<file path="src/rtl/ex_operand_stage_if.sv">
// Handshake and operand bus between decode, the EX operand stage and the ALU.
// The slave modport is the stage's view; master is the surrounding pipeline's view.
interface ex_operand_stage_if #(
    parameter int unsigned DATA_W = 32,
    parameter int unsigned RD_W   = 5
);
    logic              in_valid;
    logic              in_ready;
    logic [DATA_W-1:0] in_a;
    logic [DATA_W-1:0] in_b;
    logic [3:0]        in_alu_op;
    logic              in_is_float;
    logic [RD_W-1:0]   in_rd;
    logic              flush;
    logic              out_valid;
    logic              out_ready;
    logic [DATA_W-1:0] out_a;
    logic [DATA_W-1:0] out_b;
    logic [3:0]        out_alu_op;
    logic              out_is_float;
    logic [RD_W-1:0]   out_rd;

    modport slave (
        input  in_valid, in_a, in_b, in_alu_op, in_is_float, in_rd, flush, out_ready,
        output in_ready, out_valid, out_a, out_b, out_alu_op, out_is_float, out_rd
    );

    modport master (
        output in_valid, in_a, in_b, in_alu_op, in_is_float, in_rd, flush, out_ready,
        input  in_ready, out_valid, out_a, out_b, out_alu_op, out_is_float, out_rd
    );
endinterface

</file>
<file path="src/rtl/ex_operand_stage.sv">
// EX operand stage: two-entry skid buffer between decode and the ALU, fully registered outputs.
// Optional EX_OPERAND_STAGE_PERF_EN adds a saturating 16-bit output-stall counter.
module ex_operand_stage #(
    parameter int unsigned DATA_W = 32,
    parameter int unsigned RD_W   = 5
) (
    input  logic                 clk,
    input  logic                 rst_n,
`ifdef EX_OPERAND_STAGE_PERF_EN
    output logic [15:0]          stall_count,
`endif
    ex_operand_stage_if.slave    bus
);
    localparam int unsigned OP_W = 4;

    typedef struct packed {
        logic [DATA_W-1:0] a;
        logic [DATA_W-1:0] b;
        logic [OP_W-1:0]   alu_op;
        logic              is_float;
        logic [RD_W-1:0]   rd;
    } entry_t;

    typedef enum logic [1:0] {
        EMPTY = 2'd0,
        ONE   = 2'd1,
        FULL  = 2'd2
    } state_t;

    state_t state_q, state_d;
    entry_t main_q, skid_q, in_entry;
    logic   in_ready_q, out_valid_q;
    logic   accept, consume;
    logic   load_main_in, load_main_skid, load_skid;

    assign in_entry = '{a: bus.in_a, b: bus.in_b, alu_op: bus.in_alu_op,
                        is_float: bus.in_is_float, rd: bus.in_rd};

    assign accept  = bus.in_valid && in_ready_q;
    assign consume = out_valid_q && bus.out_ready;

    // Next-state and register load selects; flush overrides every transition.
    always_comb begin
        state_d        = state_q;
        load_main_in   = 1'b0;
        load_main_skid = 1'b0;
        load_skid      = 1'b0;
        if (bus.flush) begin
            state_d = EMPTY;
        end else begin
            unique case (state_q)
                EMPTY: begin
                    if (accept) begin
                        state_d      = ONE;
                        load_main_in = 1'b1;
                    end
                end
                ONE: begin
                    if (accept && consume) begin
                        load_main_in = 1'b1;
                    end else if (accept) begin
                        state_d   = FULL;
                        load_skid = 1'b1;
                    end else if (consume) begin
                        state_d = EMPTY;
                    end
                end
                FULL: begin
                    if (consume) begin
                        state_d        = ONE;
                        load_main_skid = 1'b1;
                    end
                end
                default: state_d = EMPTY;
            endcase
        end
    end

    // in_ready and out_valid are derived from the next state so both stay registered.
    always_ff @(posedge clk) begin
        if (!rst_n) begin
            state_q     <= EMPTY;
            in_ready_q  <= 1'b1;
            out_valid_q <= 1'b0;
            main_q      <= '0;
            skid_q      <= '0;
        end else begin
            state_q     <= state_d;
            in_ready_q  <= (state_d != FULL);
            out_valid_q <= (state_d != EMPTY);
            if (load_main_in) begin
                main_q <= in_entry;
            end else if (load_main_skid) begin
                main_q <= skid_q;
            end
            if (load_skid) begin
                skid_q <= in_entry;
            end
        end
    end

`ifdef EX_OPERAND_STAGE_PERF_EN
    // Counts cycles the ALU side withholds out_ready; only reset clears it.
    always_ff @(posedge clk) begin
        if (!rst_n) begin
            stall_count <= 16'd0;
        end else if (out_valid_q && !bus.out_ready && (stall_count != 16'hFFFF)) begin
            stall_count <= stall_count + 16'd1;
        end
    end
`endif

    assign bus.in_ready     = in_ready_q;
    assign bus.out_valid    = out_valid_q;
    assign bus.out_a        = main_q.a;
    assign bus.out_b        = main_q.b;
    assign bus.out_alu_op   = main_q.alu_op;
    assign bus.out_is_float = main_q.is_float;
    assign bus.out_rd       = main_q.rd;
endmodule

</file>
<file path="src/flat_wrapper.sv">
// flat-port wrapper written by rule: the top's interface ports become plain ports
module ex_operand_stage_flat 
#(
    parameter int unsigned DATA_W = 32,
    parameter int unsigned RD_W   = 5
)
  (clk, rst_n, bus_in_valid, bus_in_a, bus_in_b, bus_in_alu_op, bus_in_is_float, bus_in_rd, bus_flush, bus_out_ready, bus_in_ready, bus_out_valid, bus_out_a, bus_out_b, bus_out_alu_op, bus_out_is_float, bus_out_rd);
  ex_operand_stage_if #(.DATA_W(DATA_W), .RD_W(RD_W)) bus_i ();
  input  logic clk;
  input  logic rst_n;
  input wire logic [$bits(bus_i.in_valid)-1:0] bus_in_valid;
  input wire logic [$bits(bus_i.in_a)-1:0] bus_in_a;
  input wire logic [$bits(bus_i.in_b)-1:0] bus_in_b;
  input wire logic [$bits(bus_i.in_alu_op)-1:0] bus_in_alu_op;
  input wire logic [$bits(bus_i.in_is_float)-1:0] bus_in_is_float;
  input wire logic [$bits(bus_i.in_rd)-1:0] bus_in_rd;
  input wire logic [$bits(bus_i.flush)-1:0] bus_flush;
  input wire logic [$bits(bus_i.out_ready)-1:0] bus_out_ready;
  output wire logic [$bits(bus_i.in_ready)-1:0] bus_in_ready;
  output wire logic [$bits(bus_i.out_valid)-1:0] bus_out_valid;
  output wire logic [$bits(bus_i.out_a)-1:0] bus_out_a;
  output wire logic [$bits(bus_i.out_b)-1:0] bus_out_b;
  output wire logic [$bits(bus_i.out_alu_op)-1:0] bus_out_alu_op;
  output wire logic [$bits(bus_i.out_is_float)-1:0] bus_out_is_float;
  output wire logic [$bits(bus_i.out_rd)-1:0] bus_out_rd;
  assign bus_i.in_valid = bus_in_valid;
  assign bus_i.in_a = bus_in_a;
  assign bus_i.in_b = bus_in_b;
  assign bus_i.in_alu_op = bus_in_alu_op;
  assign bus_i.in_is_float = bus_in_is_float;
  assign bus_i.in_rd = bus_in_rd;
  assign bus_i.flush = bus_flush;
  assign bus_i.out_ready = bus_out_ready;
  assign bus_in_ready = bus_i.in_ready;
  assign bus_out_valid = bus_i.out_valid;
  assign bus_out_a = bus_i.out_a;
  assign bus_out_b = bus_i.out_b;
  assign bus_out_alu_op = bus_i.out_alu_op;
  assign bus_out_is_float = bus_i.out_is_float;
  assign bus_out_rd = bus_i.out_rd;
  ex_operand_stage #(.DATA_W(DATA_W), .RD_W(RD_W)) u_core (.clk(clk), .rst_n(rst_n), .bus(bus_i));
endmodule
</file>
<file path="config.mk">
export PLATFORM = sky130hd
export DESIGN_NAME = ex_operand_stage_flat
export DESIGN_NICKNAME = d
export VERILOG_FILES = /design/src/rtl/ex_operand_stage_if.sv /design/src/rtl/ex_operand_stage.sv /design/src/flat_wrapper.sv
export SDC_FILE = /design/constraint.sdc
export NUM_CORES = 1
export LEC_CHECK = 0
export ABC_AREA = 1
export BUFFER_PORTS_ARGS = -buffer_cell sky130_fd_sc_hd__buf_2
export CORE_MARGIN = 5
export CORE_UTILIZATION = 49
export DETAILED_ROUTE_END_ITERATION = 8
export PLACE_DENSITY = 0.76
export SYNTH_ARGS = -nofsm -noshare
export SYNTH_HDL_FRONTEND = slang
export SYNTH_SLANG_ARGS = --single-unit
</file>
<file path="constraint.sdc">
create_clock -name clk -period 1.36 [get_ports clk]
set_input_delay 0.068 -clock clk [delete_from_list [all_inputs] [get_ports clk]]
set_output_delay 0.068 -clock clk [all_outputs]
set_load 0.02 [all_outputs]
</file>
# Word level (Yosys, flattened, before mapping)
# Cells that the tools add are included.
# op_classes
mux,19
reduce_logical,6
eq_ne,3
# ops
op,count
two-way mux 74 bit,2
two-way mux 2 bit,6
two-way mux 1 bit,9
one-hot mux 2 bit (3 select lines),1
nonzero test 2 bit,2
logical AND 1 bit,3
"equality test 2 x 1 -> 1 bit, second input constant",1
"equality test 2 bit, second input constant",1
logical NOT 2 bit,1
"!= test 2 bit, second input constant",1
one-hot mux 1 bit (2 select lines),1
# totals
in_bits,79
word_cells,41
ff_bits,152
out_inout_bits,76

# Logic depth before layout (Yosys ltp)
# depth
ltp_word,7
mapped_depth,8
ltp_nobuf,7

# Least setup slack after synthesis
# Ideal clock, no wire load.
# synth_timing
path_kind,register -> register
startpoint,"reg u_core.in_ready_q, in the netlist u_core.bus.in_ready"
endpoint,reg u_core.main_q (netlist bit u_core.bus.out_a[29])
path_stages_with_launch,8
slack_ns,-0.148
t_required_ns,1.228
t_arrival_ns,1.376
n_path_buf,2
setup_time_ns,0.132
period_less_slack_ns,1.508
path_cell_list,dfxtp_1 -> nand2_1 -> nor2_2 -> buf_2 -> clkbuf_1 -> nand4_1 -> nand2_1 -> a21oi_1
# synth_between
elab_chain_cells,6
word_cells_on_any_way,8
classes_between,mux (5); reduce/logical (3)
# synth_rtl
item,line,text
start: declaration,ex_operand_stage.sv:32,"logic in_ready_q, out_valid_q;"
start signal: assignment,ex_operand_stage.sv:89,in_ready_q <= (state_d != FULL);
logical AND 1 bit (*),ex_operand_stage.sv:39,assign accept = bus.in_valid && in_ready_q;
logical AND 1 bit,ex_operand_stage.sv:59,if (accept && consume) begin
two-way mux 1 bit,ex_operand_stage.sv:59,
one-hot mux 1 bit (2 select lines) (*),ex_operand_stage.sv:51,unique case (state_q)
two-way mux 1 bit (*),ex_operand_stage.sv:48,if (bus.flush) begin
two-way mux 74 bit / nonzero test 2 bit (equally long branches),-,
end signal: assignment,ex_operand_stage.sv:92,main_q <= in_entry;
end signal: assignment,ex_operand_stage.sv:94,main_q <= skid_q;
end: declaration,ex_operand_stage.sv:31,"entry_t main_q, skid_q, in_entry;"
# Mark *: on every way between the ends. The rest lies on a longest branch, timed or not.
# A chain may end at the register's enable or synchronous reset.

# Worst setup path after layout
# layout_timing
startpoint,"reg u_core.out_valid_q, in the netlist u_core.bus.out_valid"
endpoint,reg u_core.main_q (netlist bit u_core.bus.out_b[8])
# layout_between
elab_chain_cells,6
word_cells_on_any_way,10
classes_between,mux (7); reduce/logical (3)
# layout_rtl
item,line,text
start: declaration,ex_operand_stage.sv:32,
start signal: assignment,ex_operand_stage.sv:90,out_valid_q <= (state_d != EMPTY);
logical AND 1 bit (*),ex_operand_stage.sv:40,assign consume = out_valid_q && bus.out_ready;
logical AND 1 bit,ex_operand_stage.sv:59,
two-way mux 1 bit,ex_operand_stage.sv:59,
one-hot mux 1 bit (2 select lines),ex_operand_stage.sv:51,
two-way mux 1 bit,ex_operand_stage.sv:48,
two-way mux 74 bit / nonzero test 2 bit (equally long branches),-,
# Marked as above.

==> out/metrics.yaml <==
drtPass1Iterations: 5
synth_seq_cells: 152
syn_area_per_cell_sq_um: 6.856
violations: "setup timing"
tightest_slew_ps: 390.2
p_leak_uw: 0.004797
critPathLaunchType: "flip-flop"
fin_crit_ps: 1475
min_path_type: "in -> reg"
fp.dieW_um: 129.3
grt_pass1_wl_mm: 37.42
yosysSeqAreaShare_pct: 43.60
synth-warning-count: 0
drv_cap: 0
status: "complete, but fails checks"
hold_viol_final: 0
setup_viol_count_final: 20
die_y_um: 129.3
grt_setup_unrepaired: "yes"
clock_skew_ps: 7.550
nets: 1325
port_buffers: 154
synth_area_leader_cell: "dfxtp_1"
via_count: 8215
cp-end-kind: "flip-flop"
totalWireLength_mm: 25.24
synthToLayoutAreaGrowth_pct: 51.31
fin_area_sq_mm: 0.01056
synth_most_common_cell: "nand2_1"
start_util_pct: 50.09
ant_nets: 0
cp_max_fo: 11
critPathKind: "reg -> reg"
synth.area.top_cells: "dfxtp_1 (44%), nand3_1 (11%), nand2_1 (8.4%)"
syn-cell-area_sq_mm: 0.006979
cts_num_sinks: 152
syn_inst: 1018
fin_crit_sh_pct: 108.4
wl_per_cell_um: 17.54
synthTopCellsByCount: "nand2_1 (157), nand3_1 (153), dfxtp_1 (152)"
antenna_found_initial: 1
synth_top_area_share_pct: 43.60
p_total_uw: 11980
grt_max_degree: 45
critPathRequiredTime_ps: 1700
grt_overflow: 0
viasPerCell: 5.709
hold_ws_ps: 181.5
power.density_mw_per_mm2: 1135
post-route-drc-count: 0
htree_levels: 4
fmax_ghz: 0.6781
numCtsBuffers: 17
max_slew_margin_pct: 73.99
yosysUniqueCellTypes: 19
fin_setup_tns_ps: -398.2
drtIter0Drc: 985
dieArea_sq_mm: 0.01673
worstSkewPairLatency_ps: 430
io_pins: 155
diodes: 0
core_area_sq_mm: 0.01393
dp_slack_ps: -33.99
layout-drive-gt1-share_pct: 30.18
gr-usage-all-layers_pct: 27.76
synth_nets: 1097
synth_edf_count: 0
ir_drop_mv: 0.8806
ys_async_sr_fraction_pct: 0
crit_arrival_ps: 1810
globalplace.congestion: 0.8233
dp_hpwl_mm: 13.03
ys.flop_type: "dfxtp_1"
post-route-worst-setup-slack_ps: -114.8
clk_pin_slew_ps: 60
final_max_slew_viol_count: 0
std_cell_rows: 43
reg2reg_slack_ps: -110
cts_tree: "yes"
clk_path_buf_depth: 2
r2r_cells: 8
grt_pass1_vias: 7571
hold_path_depth: 5
cts.root.buffer_cell: "clkbuf_16"
place_area_sq_mm: 0.008117
[metrics by stage]
step	instances	util, %
global placement	1303	58.25
floorplan	1018	-
CTS	1426	70.66
detailed placement	1303	58.25
global route	1439	75.78
finish	1439	75.78
[area by class of cell]
type,instances,area (sq um)
inverters,82,310.3
flip-flops and latches,152,3053
fillers,939,3374
clock buffers,18,429.2
clock inverters,14,205.2
well taps,180,225.2
multi-input cells,688,3695
repair buffers,305,2643
[cell usage in the layout (no fill, tap or decap), types with 26 or more instances in the layout]
| cell | n |
|---|---|
| buf_2 | 154 |
| nor2_1 | 149 |
| dfxtp_1 | 148 |
| nand2_1 | 139 |
| nand3_1 | 94 |
| inv_1 | 77 |
| dlygate4sd3_1 | 76 |
| nand4_1 | 74 |
| nand3_2 | 57 |
| o21ai_1 | 48 |
| a21oi_1 | 46 |
| a21oi_2 | 29 |
| buf_4 | 29 |
| o21ai_0 | 26 |
[metal layers]
layer  wire, um  part of all wire (%)  global-route usage [%]  up-vias
met5         11                 0.044                       0        -
met2      12360                    49                   47.01      446
met1       9688                    38                   33.66     3844
met3       2099                   8.3                   5.565       93
met4       1077                   4.3                   13.65        2
li1           -                     -                       -     3830
[state kept, by name (all words and copies together) (netlist names)]
name,cells
u_core.bus.in_ready,1
u_core.bus.out_alu_op,4
u_core.state_q,2
u_core.bus.out_a,32
u_core.bus.out_rd,5
u_core.bus.out_valid,1
u_core.bus.out_b,32
u_core.skid_q,74
u_core.bus.out_is_float,1
[cell families (layout without fill, tap and decap cells)]
| family | Yosys count | in the layout | synth area share [%] |
|---|---|---|---|
| DFF | 152 | 152 | 43.60 |
| and+or+nand+nor | 538 | 538 | 34.56 |
| AOI/OAI and AO/OA | 150 | 150 | 10.79 |
| buffers and inverters | 178 | 419 | 11.04 |
[critical path, cell delays in order (launching register included)]
cell	delay, ps
dfxtp_4	390
nand2_8	70
nor2_4	180
buf_4	160
clkbuf_16	150
nand3_1	80
nand2_1	90
nand2_1	50
a21oi_1	190
[repair_timing]
item | 4_1_cts | 5_1_grt
endpoints found under the hold margin | 74 | 0
gates cloned | 4 | 9
hold buffers | 76 | 0
resized for setup | 40 | 116
buffers inserted | 12 | 5
pin swaps | 8 | 38
setup endpoints to repair | 96 | 148
[final timing paths]
check / end / from
min: u_core.bus.in_ready / bus_out_ready
max reg2reg: u_core.bus.out_b[8] / u_core.bus.out_valid
max: u_core.bus.out_b[8] / u_core.bus.out_valid
min reg2reg: u_core.bus.out_b[27] / u_core.bus.out_b[27]
[report_power, final]
group	internal [uW]	switching, uW
registers	4670	143
logic	860	1150
clock network	3240	1930
(Power assumes the default switching activity.)
